[config.mk]
export PLATFORM = sky130hd
export DESIGN_NAME = spi_loopback_link
export DESIGN_NICKNAME = d
export VERILOG_FILES = /design/src/rtl/spi_loopback_link.sv
export SDC_FILE = /design/constraint.sdc
export NUM_CORES = 1
export LEC_CHECK = 0
export CAP_MARGIN = 15
export CORE_ASPECT_RATIO = 1.2
export CORE_MARGIN = 2
export CORE_UTILIZATION = 30
export CTS_BUF_LIST = sky130_fd_sc_hd__clkbuf_16
export DETAILED_ROUTE_END_ITERATION = 10
export PLACE_DENSITY = 0.55
export SYNTH_ARGS = -nofsm -noshare
export SYNTH_HDL_FRONTEND = slang
export SYNTH_SLANG_ARGS = --single-unit
[constraint.sdc]
create_clock -name clk -period 2.7 [get_ports clk]
set_clock_uncertainty 0.2 [all_clocks]
set_input_delay 0.54 -clock clk [delete_from_list [all_inputs] [get_ports clk]]
set_output_delay 0.54 -clock clk [all_outputs]
set_load 0.01 [all_outputs]
[src/rtl/spi_loopback_link.sv]
// SPI mode-0 master and slave joined by internal nets; the slave echoes the previous byte.
// Build option: define SPI_LSB_FIRST_EN to shift LSB first on both ends (default MSB first).
module spi_loopback_link #(
  parameter int CLK_DIV = 2,
  parameter int DATA_W  = 8
) (
  input  logic              clk,
  input  logic              rst,
  input  logic              send,
  input  logic [DATA_W-1:0] send_data,
  output logic [DATA_W-1:0] received_data,
  output logic              master_busy,
  output logic              slave_busy,
  output logic              ready
);

`ifdef SPI_LSB_FIRST_EN
  localparam bit LSB_FIRST = 1'b1;
`else
  localparam bit LSB_FIRST = 1'b0;
`endif

  localparam int BC_W = $clog2(DATA_W + 1);
  localparam int PH_W = (CLK_DIV > 1) ? $clog2(CLK_DIV) : 1;
  localparam logic [PH_W-1:0] PH_LAST  = PH_W'(CLK_DIV - 1);
  localparam logic [BC_W-1:0] BIT_LAST = BC_W'(DATA_W - 1);
  localparam logic [BC_W-1:0] BIT_FULL = BC_W'(DATA_W);

  typedef enum logic [1:0] {IDLE, XFER, DONE} state_t;

  // Master state
  state_t            state_q, state_d;
  logic [DATA_W-1:0] tx_shift_q, tx_shift_d;
  logic [DATA_W-1:0] rx_shift_q, rx_shift_d;
  logic [BC_W-1:0]   bit_cnt_q, bit_cnt_d;
  logic [PH_W-1:0]   ph_cnt_q, ph_cnt_d;
  logic              sclk_q, sclk_d;
  logic              cs_n_q, cs_n_d;
  logic              mosi_q, mosi_d;
  logic [DATA_W-1:0] received_data_q, received_data_d;
  logic              master_busy_q, master_busy_d;
  logic              ready_q, ready_d;

  // Slave state
  logic              sclk_prev_q, cs_n_prev_q;
  logic [DATA_W-1:0] s_tx_q, s_tx_d;
  logic [DATA_W-1:0] s_rx_shift_q, s_rx_shift_d;
  logic [BC_W-1:0]   s_bit_cnt_q, s_bit_cnt_d;
  logic [DATA_W-1:0] slave_rx_q, slave_rx_d;
  logic              miso_q, miso_d;
  logic              slave_busy_q, slave_busy_d;

  logic sclk_rise, sclk_fall, cs_fall, cs_rise;

  always_comb begin
    state_d         = state_q;
    tx_shift_d      = tx_shift_q;
    rx_shift_d      = rx_shift_q;
    bit_cnt_d       = bit_cnt_q;
    ph_cnt_d        = ph_cnt_q;
    sclk_d          = sclk_q;
    cs_n_d          = cs_n_q;
    mosi_d          = mosi_q;
    received_data_d = received_data_q;
    master_busy_d   = master_busy_q;
    ready_d         = ready_q;
    case (state_q)
      IDLE: begin
        if (send) begin
          tx_shift_d    = send_data;
          cs_n_d        = 1'b0;
          master_busy_d = 1'b1;
          mosi_d        = LSB_FIRST ? send_data[0] : send_data[DATA_W-1];
          bit_cnt_d     = '0;
          ph_cnt_d      = '0;
          sclk_d        = 1'b0;
          state_d       = XFER;
        end
      end
      XFER: begin
        if (ph_cnt_q == PH_LAST) begin
          ph_cnt_d = '0;
          sclk_d   = ~sclk_q;
          if (!sclk_q) begin
            rx_shift_d = LSB_FIRST ? {miso_q, rx_shift_q[DATA_W-1:1]}
                                   : {rx_shift_q[DATA_W-2:0], miso_q};
          end else if (bit_cnt_q == BIT_LAST) begin
            // Final falling edge closes the frame instead of driving another bit.
            sclk_d          = 1'b0;
            cs_n_d          = 1'b1;
            received_data_d = rx_shift_q;
            ready_d         = 1'b1;
            state_d         = DONE;
          end else begin
            bit_cnt_d  = bit_cnt_q + BC_W'(1);
            tx_shift_d = LSB_FIRST ? (tx_shift_q >> 1) : (tx_shift_q << 1);
            mosi_d     = LSB_FIRST ? tx_shift_q[1] : tx_shift_q[DATA_W-2];
          end
        end else begin
          ph_cnt_d = ph_cnt_q + PH_W'(1);
        end
      end
      DONE: begin
        master_busy_d = 1'b0;
        ready_d       = 1'b0;
        state_d       = IDLE;
      end
      default: state_d = IDLE;
    endcase
  end

  // The slave sees the master's registered SCLK/CS_n one clock late.
  assign sclk_rise = sclk_q & ~sclk_prev_q;
  assign sclk_fall = ~sclk_q & sclk_prev_q;
  assign cs_fall   = ~cs_n_q & cs_n_prev_q;
  assign cs_rise   = cs_n_q & ~cs_n_prev_q;

  always_comb begin
    s_tx_d       = s_tx_q;
    s_rx_shift_d = s_rx_shift_q;
    s_bit_cnt_d  = s_bit_cnt_q;
    slave_rx_d   = slave_rx_q;
    miso_d       = miso_q;
    slave_busy_d = slave_busy_q;
    if (cs_rise) begin
      if (s_bit_cnt_q == BIT_FULL) begin
        slave_rx_d = s_rx_shift_q;
      end
      slave_busy_d = 1'b0;
    end else if (cs_fall) begin
      s_tx_d       = slave_rx_q;
      miso_d       = LSB_FIRST ? slave_rx_q[0] : slave_rx_q[DATA_W-1];
      s_rx_shift_d = '0;
      s_bit_cnt_d  = '0;
      slave_busy_d = 1'b1;
    end else if (!cs_n_q) begin
      if (sclk_rise) begin
        s_rx_shift_d = LSB_FIRST ? {mosi_q, s_rx_shift_q[DATA_W-1:1]}
                                 : {s_rx_shift_q[DATA_W-2:0], mosi_q};
        if (s_bit_cnt_q != BIT_FULL) begin
          s_bit_cnt_d = s_bit_cnt_q + BC_W'(1);
        end
      end
      if (sclk_fall) begin
        s_tx_d = LSB_FIRST ? (s_tx_q >> 1) : (s_tx_q << 1);
        miso_d = LSB_FIRST ? s_tx_q[1] : s_tx_q[DATA_W-2];
      end
    end
  end

  always_ff @(posedge clk or posedge rst) begin
    if (rst) begin
      state_q         <= IDLE;
      tx_shift_q      <= '0;
      rx_shift_q      <= '0;
      bit_cnt_q       <= '0;
      ph_cnt_q        <= '0;
      sclk_q          <= 1'b0;
      cs_n_q          <= 1'b1;
      mosi_q          <= 1'b0;
      received_data_q <= '0;
      master_busy_q   <= 1'b0;
      ready_q         <= 1'b0;
      sclk_prev_q     <= 1'b0;
      cs_n_prev_q     <= 1'b1;
      s_tx_q          <= '0;
      s_rx_shift_q    <= '0;
      s_bit_cnt_q     <= '0;
      slave_rx_q      <= '0;
      miso_q          <= 1'b0;
      slave_busy_q    <= 1'b0;
    end else begin
      state_q         <= state_d;
      tx_shift_q      <= tx_shift_d;
      rx_shift_q      <= rx_shift_d;
      bit_cnt_q       <= bit_cnt_d;
      ph_cnt_q        <= ph_cnt_d;
      sclk_q          <= sclk_d;
      cs_n_q          <= cs_n_d;
      mosi_q          <= mosi_d;
      received_data_q <= received_data_d;
      master_busy_q   <= master_busy_d;
      ready_q         <= ready_d;
      sclk_prev_q     <= sclk_q;
      cs_n_prev_q     <= cs_n_q;
      s_tx_q          <= s_tx_d;
      s_rx_shift_q    <= s_rx_shift_d;
      s_bit_cnt_q     <= s_bit_cnt_d;
      slave_rx_q      <= slave_rx_d;
      miso_q          <= miso_d;
      slave_busy_q    <= slave_busy_d;
    end
  end

  assign received_data = received_data_q;
  assign master_busy   = master_busy_q;
  assign slave_busy    = slave_busy_q;
  assign ready         = ready_q;

endmodule

==> reports/summary.md, run 1 <==
The flow ran to the end, and the final reports show no timing, DRC or antenna violations. Max-cap violations in this run came to 0. Post-synthesis cell type count: 38. The tools report the root buffer selected by CTS as clkbuf_16. The number of max-slew violations in the final report is 0.

The measured slew at the worst slew-check pin works out to 0.567 ns. The run gives 32.1% as the proportion of power drawn by the clock network. Counting every instance in the synthesized netlist gives 245. Setup repair after global routing left no endpoint under its margin.

The logs give 0 for the count of endpoints failing setup in the final report and 0 ns for the aggregate negative setup slack. The synthesized design contains 66 register bits. The startpoint identified for the worst register-to-register timing path is bit_cnt_q[0]. The synthesized netlist occupies a cell area of 2860 um^2. Dividing the detail-routed wire length by the instance count gives 12.9 um. The total number of yosys warnings was 0; the area added between synthesis and finish was 24.6%.

Length of the first detailed-routing pass in iterations: 4. The initial antenna violation count was 0; the cell count of the worst hold path was 0. The tools report the critical path startpoint category as a flip-flop. In the post-synthesis netlist, the biggest area contributors are dfrtp_1 (56%), mux2_2 (9.8%), nand2_1 (4.6%), o21ai_0 (4.0%), ha_1 (2.6%). The clock passes through at most 2 buffers.

Clock-pin slew was measured on the worst setup and hold paths at 0.06 ns. Classification of the worst-slack hold path: reg2reg. The minimum clock period after layout is 2.08 ns, and the portion of the post-synthesis area used by sequential elements is 57.8%. The boundary pin count came out at 22. For this run, the leading register cell type out of synthesis is dfrtp_1. The run gives 503 uV as the peak supply drop. Across all register-to-register paths, the minimum setup slack is 0.62 ns. The logs give 0 for the residual DRC count and 66 for the clock sink total. The power density over the cells is 1070 nW/um^2, and the final core area utilization is 37.8%. In this run the mean area of a mapped cell was 11.7 um^2. The number of placed instances, taps included, is 388. The first-iteration detailed-routing DRC count was 107. The leakage component of the power was 1.59 nW; the worst-skew pair later-pin latency was 0.32 ns. Along the worst path, the maximum fanout reaches 11. The worst-case reg-to-reg path depth is 4. In this run, CTS created clock tree buffers numbering 9. The wire length of the first global-routing pass is 9400 um.

TritonCTS built the clock tree. In this run, post-CTS repair resized a total of 0 instances. Summed over all nets, the switching power comes to 1.23 mW. The post-layout instance count excluding filler cells was 404. Combinational logic is responsible for 28.5% of the overall power. Internal power comes to 2.60 mW. The period utilization came out at 77.0%.

The run gives 62.1% as the remaining max-slew budget at the tightest pin. The worst setup path is of the reg2reg kind. Buffers added to address setup during post-CTS repair amount to 0. The run gives 3460 um as the HPWL after detailed placement. The maximum number of pins on one net before global-route repair came out at 67. Worst-case hold path end point: cs_n_prev_q.

The share of synthesized area in the top cell type comes to 56.0%. The number of placement rows is 39. The number of H-tree levels came out at 3. Once detail routing completed, the nets flagged for antenna violations numbered 0. The worst register-to-register path ends at received_data[6]. In the routed layout, each cell is associated on average with a via count of 4.74. The worst hold slack was 0.206 ns. The tools report the element type at the critical path end as a flip-flop. Net total in the final layout: 293. The number of antenna diodes in the final layout is 0.

After synthesis, the share of flip-flops with an asynchronous set or reset is 100%. The final route contains 1,915 vias. The width of the die is 93.1 um. The synthesized design contains 0 enable-type register cells.

Share of total power in sequential cells: 39.4%. The die covers 10,300 um^2. The via count of the first global-routing pass is 1,928, and the required time at the endpoint of the critical path is 2.70 ns. The logs give 0 for the number of hold violations in the final report and 5230 um for the routed wire length. For this configuration, the core starts out at a cell density of 30.4%. The upper clock frequency limit is 0.481 GHz, and the leftover overflow at the end of global routing is 0. The run gives 0 as the count of hold buffers inserted by post-cts repair.

The fraction of power spent switching nets is 32.0%. The worst hold path begins at cs_n_q. Port buffering added 21 buffers. Cells with a size suffix above 1 make up 18.9% of the layout. STA puts the critical path data arrival time at 2.08 ns. The biggest area contributor in the post-synthesis netlist is dfrtp_1. For the post-synthesis net count, the log shows 262. Routability-driven placement finished with a final weighted congestion of 0.758. The total area inside the core boundary comes to 9420 um^2. The total global routing track utilization is 11.4%, and the height of the die is 111 um.
-- placed cells by master (no fill, tap or decap), types with 3 or more instances in the layout --
| master | netlist | layout |
|---|---|---|
| clkbuf_16 | 0 | 9 |
| mux2i_1 | 7 | 7 |
| nand2_1 | 35 | 35 |
| dfrtp_1 | 64 | 64 |
| nand3_1 | 3 | 3 |
| nand2b_1 | 4 | 4 |
| a21oi_1 | 4 | 4 |
| inv_1 | 9 | 9 |
| a31oi_1 | 3 | 3 |
| ha_1 | 6 | 6 |
| mux2_2 | 25 | 25 |
| o211ai_1 | 3 | 3 |
| o21a_1 | 7 | 7 |
| clkinvlp_4 | 0 | 3 |
| a22o_1 | 4 | 4 |
| nor2b_1 | 7 | 7 |
| clkdlybuf4s50_1 | 0 | 21 |
| nor2_1 | 5 | 5 |
| o21ai_0 | 23 | 23 |
| buf_4 | 0 | 5 |
| o32a_1 | 7 | 7 |
-- cell usage after synthesis (2+ instances only) --
master	number
dfrtp_1	64
nand2_1	35
mux2_2	25
o21ai_0	23
inv_1	9
mux2i_1	7
nor2b_1	7
o21a_1	7
o32a_1	7
ha_1	6
nor2_1	5
a21oi_1	4
a22o_1	4
buf_2	4
nand2b_1	4
a31oi_1	3
nand3_1	3
o211ai_1	3
clkbuf_1	2
dfstp_2	2
nand4_1	2
nor3_1	2
o21ai_1	2
-- per-stage QoR --
step | setup WS (ns) | total power [mW] | area (um^2)
after detailed placement | 0.622 | 2.63 | 3240
after global placement | 0.625 | 2.60 | 3240
after global routing | 0.499 | 4.13 | 3560
after CTS | 0.605 | 3.89 | 3560
final | 0.620 | 3.83 | 3560
after floorplan | 0.309 | 2.31 | 2860
-- flip-flops by register name (all words and copies together) (netlist names), 2 cells and up --
signal / cells
s_rx_shift_q: 8
tx_shift_q: 7
received_data: 8
state_q: 2
rx_shift_q: 8
bit_cnt_q: 4
s_tx_q: 7
slave_rx_q: 8
s_bit_cnt_q: 4
-- worst max-delay path, stage by stage (launching register included) --
cell and delay (ns):
dfrtp_1 0.42, ha_1 0.26, and3_1 0.23, nand3_1 0.45, mux2_2 0.40
-- layer usage --
metal	up-vias	track usage (%)	share of wire, %	routed length [um]
met5	-	0	0	0
met1	934	15.4	48	2520
li1	943	-	-	-
met2	33	17.1	47	2460
met3	5	2.79	3.3	174
met4	0	5.49	1.5	78
-- final cells by class --
type	count	area [um^2]
Clock buffer	9	225
Clock inverter	7	95.1
Fill cell	896	5850
Inverter	10	37.5
Multi-Input combinational cell	162	1130
Sequential cell	66	1650
Tap cell	123	154
Timing Repair Buffer	27	268
-- power by group through the flow --
stage	sequential, mW	combinational (mW)	clock [mW]
2_1_floorplan	1.47	0.841	0
3_3_place_gp	1.52	1.08	0
3_5_place_dp	1.52	1.11	0
4_1_cts	1.51	1.11	1.26
5_1_grt	1.56	1.25	1.32
6_report	1.51	1.09	1.23
-- cells by family (layout without fill, tap and decap cells) --
kind of cell	Yosys count	after routing	share of synthesized area (%)
AO/OA/AOI/OAI	60	60	14.2
adder cells (fa/ha/maj)	6	6	2.62
buffers and inverters	17	53	2.67
flip-flops	66	66	57.8
multiplexers	32	32	12.3
AND/OR/NAND/NOR	64	64	10.4
-- worst max path at each step --
stage,from,end,slack [ns],depth (start not counted)
2_1_floorplan,rst,bit_cnt_q[0],0.31,1
5_1_grt,bit_cnt_q[0],received_data[1],0.50,4
3_5_place_dp,bit_cnt_q[0],received_data[2],0.62,4
6_report,bit_cnt_q[0],received_data[6],0.62,4
4_1_cts,bit_cnt_q[0],received_data[6],0.60,4
3_3_place_gp,bit_cnt_q[0],received_data[6],0.62,4
No activity file was read; power rests on OpenSTA's default activity.
==> run 2, diff against run 1 <==
--- a/config.mk
+++ b/config.mk
@@ -11,7 +11,7 @@
 export CORE_UTILIZATION = 30
 export CTS_BUF_LIST = sky130_fd_sc_hd__clkbuf_16
 export DETAILED_ROUTE_END_ITERATION = 10
-export PLACE_DENSITY = 0.55
+export PLACE_DENSITY = 0.56
 export SYNTH_ARGS = -nofsm -noshare
 export SYNTH_HDL_FRONTEND = slang
 export SYNTH_SLANG_ARGS = --single-unit
==> constraint.sdc (replaced) <==
create_clock -name clk -period 1.7 [get_ports clk]
set_clock_uncertainty 0.2 [all_clocks]
set_input_delay 0.34 -clock clk [delete_from_list [all_inputs] [get_ports clk]]
set_output_delay 0.34 -clock clk [all_outputs]
set_load 0.01 [all_outputs]
==> run 2 against run 1 <==
Effect of this change:
- first-iteration DRC count fell by 18%
- clock power increased by 50%
- non-clock buffer count grew 36
- utilization rose by 4.4 points
- sequential power is 58% higher
- maximum frequency rose by 14%
- worst hold slack worse by 0.074 ns
- count of clock-buffer cells in the layout is the same
- sequential share of layout area shrank 4.8 points
- via count up 5.4%
- final cell count increased by 8.9%
- highest routed layer unchanged
- the run now ends with setup timing left
- critical path type unchanged
- final area rose by 12%
==> reports/summary.md, run 2 (synthesis gave the netlist of run 1 again) <==
The flow ran to the end, but the final reports show violations. The final reports fail on setup timing. The largest fanout of any net on the critical path was 5 (-6); the height of the die was 111 um (unchanged). Proportion of power drawn by the clock network: 27.1% (-5.0 points). STA classifies the critical path startpoint as a flip-flop.

The number of buffers on the longest clock path was 2 (unchanged). The logs give 1.83 nW (+15%) for the leakage component of the power and 66 (unchanged) for the clock sink total. The startpoint identified for the worst register-to-register timing path is cs_n_prev_q. The number of max-slew violations in the final report is 0 (unchanged), and the clock edge transition at the registers on the reported setup and hold paths is 0.06 ns (about the same). The reported max-cap violation count came out at 0 (unchanged).

The logs give 694 uV (+38%) for the peak supply drop and 20.4% (+3.3 points) for the met2 usage. The longest individual stage delay on the worst path is 0.57 ns (+0.12 ns). The critical path class is reg2reg. The element type at the critical path end was a flip-flop. Slowest library cell on the worst path: dfstp_2.

The run gives 2.26 mW (+84%) as the net switching power. The total stage count of the critical path came out at 5 (+1). TritonCTS built the clock tree. The run gives 0 (unchanged) as the residual DRC count. The length of the first detailed-routing pass in iterations came out at 4 (unchanged). The tools report the fraction of power consumed by combinational cells as 37.8% (+9.3 points).

For the total core area, the log shows 9420 um^2 (unchanged). The tools report the met1 demand-to-capacity share in global routing as 15.4% (-0.061 points). The tools report the final core area utilization as 42.3% (+4.4 points). The minimum clock period after layout was 1.83 ns (-0.253 ns); the first-iteration detailed-routing DRC count was 88 (-18%). The logs give 3980 um^2 (+12%) for the post-route cell area and 3560 um^2 (+9.8%) for the post-place instance area. The run gives 20 (+20) as the count of endpoints failing setup in the final report.

The tools report the number of H-tree levels as 3 (unchanged). The most critical setup path has its endpoint at s_bit_cnt_q[0]. For the upper clock frequency limit, the log shows 0.547 GHz (+14%).

The root buffer selected by CTS is clkbuf_16. The slack of the worst reg-to-reg path is -0.13 ns (-0.75 ns), and the period utilization is 107% (+30 points). The logs give 0 (unchanged) for the antenna diode instance count and 1.71 ns (-0.99 ns) for the required time at the endpoint of the critical path. The total global routing track utilization is 12.2% (+0.83 points), and the number of buffer and inverter instances along the worst setup path is 0 (unchanged). The routed wire length per instance works out to 13.0 um (+0.58%). Setup repair after global routing could not meet its margin everywhere. Maximum number of pins on one net before global-route repair: 25 (-63%).

The leftover overflow at the end of global routing is 0 (unchanged). The number of placement rows is 39 (unchanged), and the worst-case reg-to-reg path depth is 5 (+1). The measured slew at the worst slew-check pin is 0.358 ns (-0.209 ns), and the worst endpoint data arrival time is 1.84 ns (-0.24 ns). The run gives 10,300 um^2 (unchanged) as the die area. The global placer's final weighted congestion came out at 0.774 (+2.1%). The starting utilization of the core area is 30.4% (unchanged), and the via count of the first global-routing pass is 2,095 (+8.7%). The count of port buffers added during placement was 21 (unchanged). Tracing the worst setup path back leads to its startpoint at cs_n_prev_q. For the final worst-path setup slack, the log shows -0.127 ns (-0.747 ns). The number of fill cells is 891 (-0.56%), and the post-detailed-route via-to-cell ratio is 4.59 (-3.2%). The remaining max-slew budget at the tightest pin was 75.9% (+14 points); the net total in the final layout was 329 (+12%). The logs give -0.227 ns (-0.849 ns) for the worst slack after detailed placement and 0 (unchanged) for the number of hold violations in the final report. Leaving out fill and tap cells, the most frequent cell in the layout is dfrtp_1. The fraction of layout instances using a drive strength above 1 came out at 36.3% (+17 points). The wire length of the first global-routing pass was 10,000 um (+6.7%).

The final antenna-violating net count came out at 0 (unchanged). The routed wire length is 5730 um (+9.5%), and the fraction of power spent switching nets is 33.2% (+1.2 points). The width of the die works out to 93.1 um (unchanged). The run gives 0 (unchanged) as the initial antenna violation count.

Boundary pin count: 22 (unchanged). The number of CTS-inserted buffers is 9 (unchanged), and the area added between synthesis and finish is 39.2%. For the total number of vias, the log shows 2,018 (+5.4%). In the layout the commonest cells are dfrtp_1 (62), buf_4 (37), nand2_1 (29), mux2_2 (24), o21ai_1 (12). The power density over the cells came out at 1710 nW/um^2 (+59%). Capture point of the worst reg-to-reg path: s_bit_cnt_q[0]. The design internal power is 4.53 mW (+74%). The tools report the worst-skew pair later-pin latency as 0.32 ns (about the same). The classification of the worst-slack hold path is in2async. In this run the most used layer during global routing was met2. HPWL after detailed placement: 3970 um (+15%). The signal on the critical path passes through ha_4 > nand2b_4 > o211ai_1 > or2_4 > mux2_2. The met3 routing resource usage after global routing is 2.52% (-0.27 points).

For the share of total power in sequential cells, the log shows 35.1% (-4.3 points). The cell family contributing the most delay on the critical path is flip-flops.
## run 2: changes by cell type in the layout (fill, tap and decap cells not counted), moves of 6 or more
cell,change
dlygate4sd2_1,+11
buf_4,+32
nand2_1,-6
o21ai_1,+10
clkdlybuf4s50_1,-11
o21ai_0,-13
## run 2: power groups by stage
| stage | Sequential, mW | Clock (mW) | Combinational (mW) |
|---|---|---|---|
| floorplan | 2.34 | 0 | 1.40 |
| global placement | 2.37 | 0 | 2.23 |
| detailed placement | 2.38 | 0 | 2.28 |
| CTS | 2.35 | 1.89 | 2.47 |
| global route | 2.45 | 1.97 | 2.86 |
| finish | 2.38 | 1.84 | 2.57 |
## run 2: cell type report
cell class,instances,area (um^2),share of cell area (%)
repair buffers,63,557,14.0
multi-input cells,162,1270,31.8
flip-flops and latches,66,1660,41.6
clock inverters,7,77.6,1.95
well taps,123,154,3.87
inverters,10,43.8,1.10
clock buffers,9,225,5.66
## run 2: repair_timing
item	4_1_cts	5_1_grt
hold buffers	0	0
setup endpoints to repair	48	44
gates cloned	1	0
resized for setup	33	24
setup buffers	3	0
pin swaps	11	12
## run 2: through the flow
stage / setup TNS (ns) / instances / power (mW) / hold slack, ns
2_1_floorplan: -0.764 / 245 / 3.75 / 0.201
3_3_place_gp: -2.33 / 421 / 4.60 / 0.269
3_5_place_dp: -2.84 / 421 / 4.65 / 0.276
4_1_cts: -1.71 / 440 / 6.70 / 0.141
5_1_grt: -3.69 / 440 / 7.28 / 0.155
6_report: -1.69 / 440 / 6.79 / 0.132
## run 2: metal layers
| layer | routed length [um] | part of all wire (%) |
|---|---|---|
| met5 | 0 | 0 |
| met4 | 104 | 1.8 |
| met3 | 136 | 2.4 |
| met2 | 2900 | 51 |
| met1 | 2590 | 45 |
## run 2: worst min path at each step
stage,from,to,slack (ns),cells after the start
after floorplan,cs_n_q,cs_n_prev_q,0.20,0
after global placement,s_tx_q[1],s_tx_q[1],0.27,2
after detailed placement,slave_busy,slave_busy,0.28,2
after CTS,rst,miso_q,0.14,2
after global routing,rst,s_tx_q[6],0.16,2
final,rst,s_tx_q[6],0.13,2
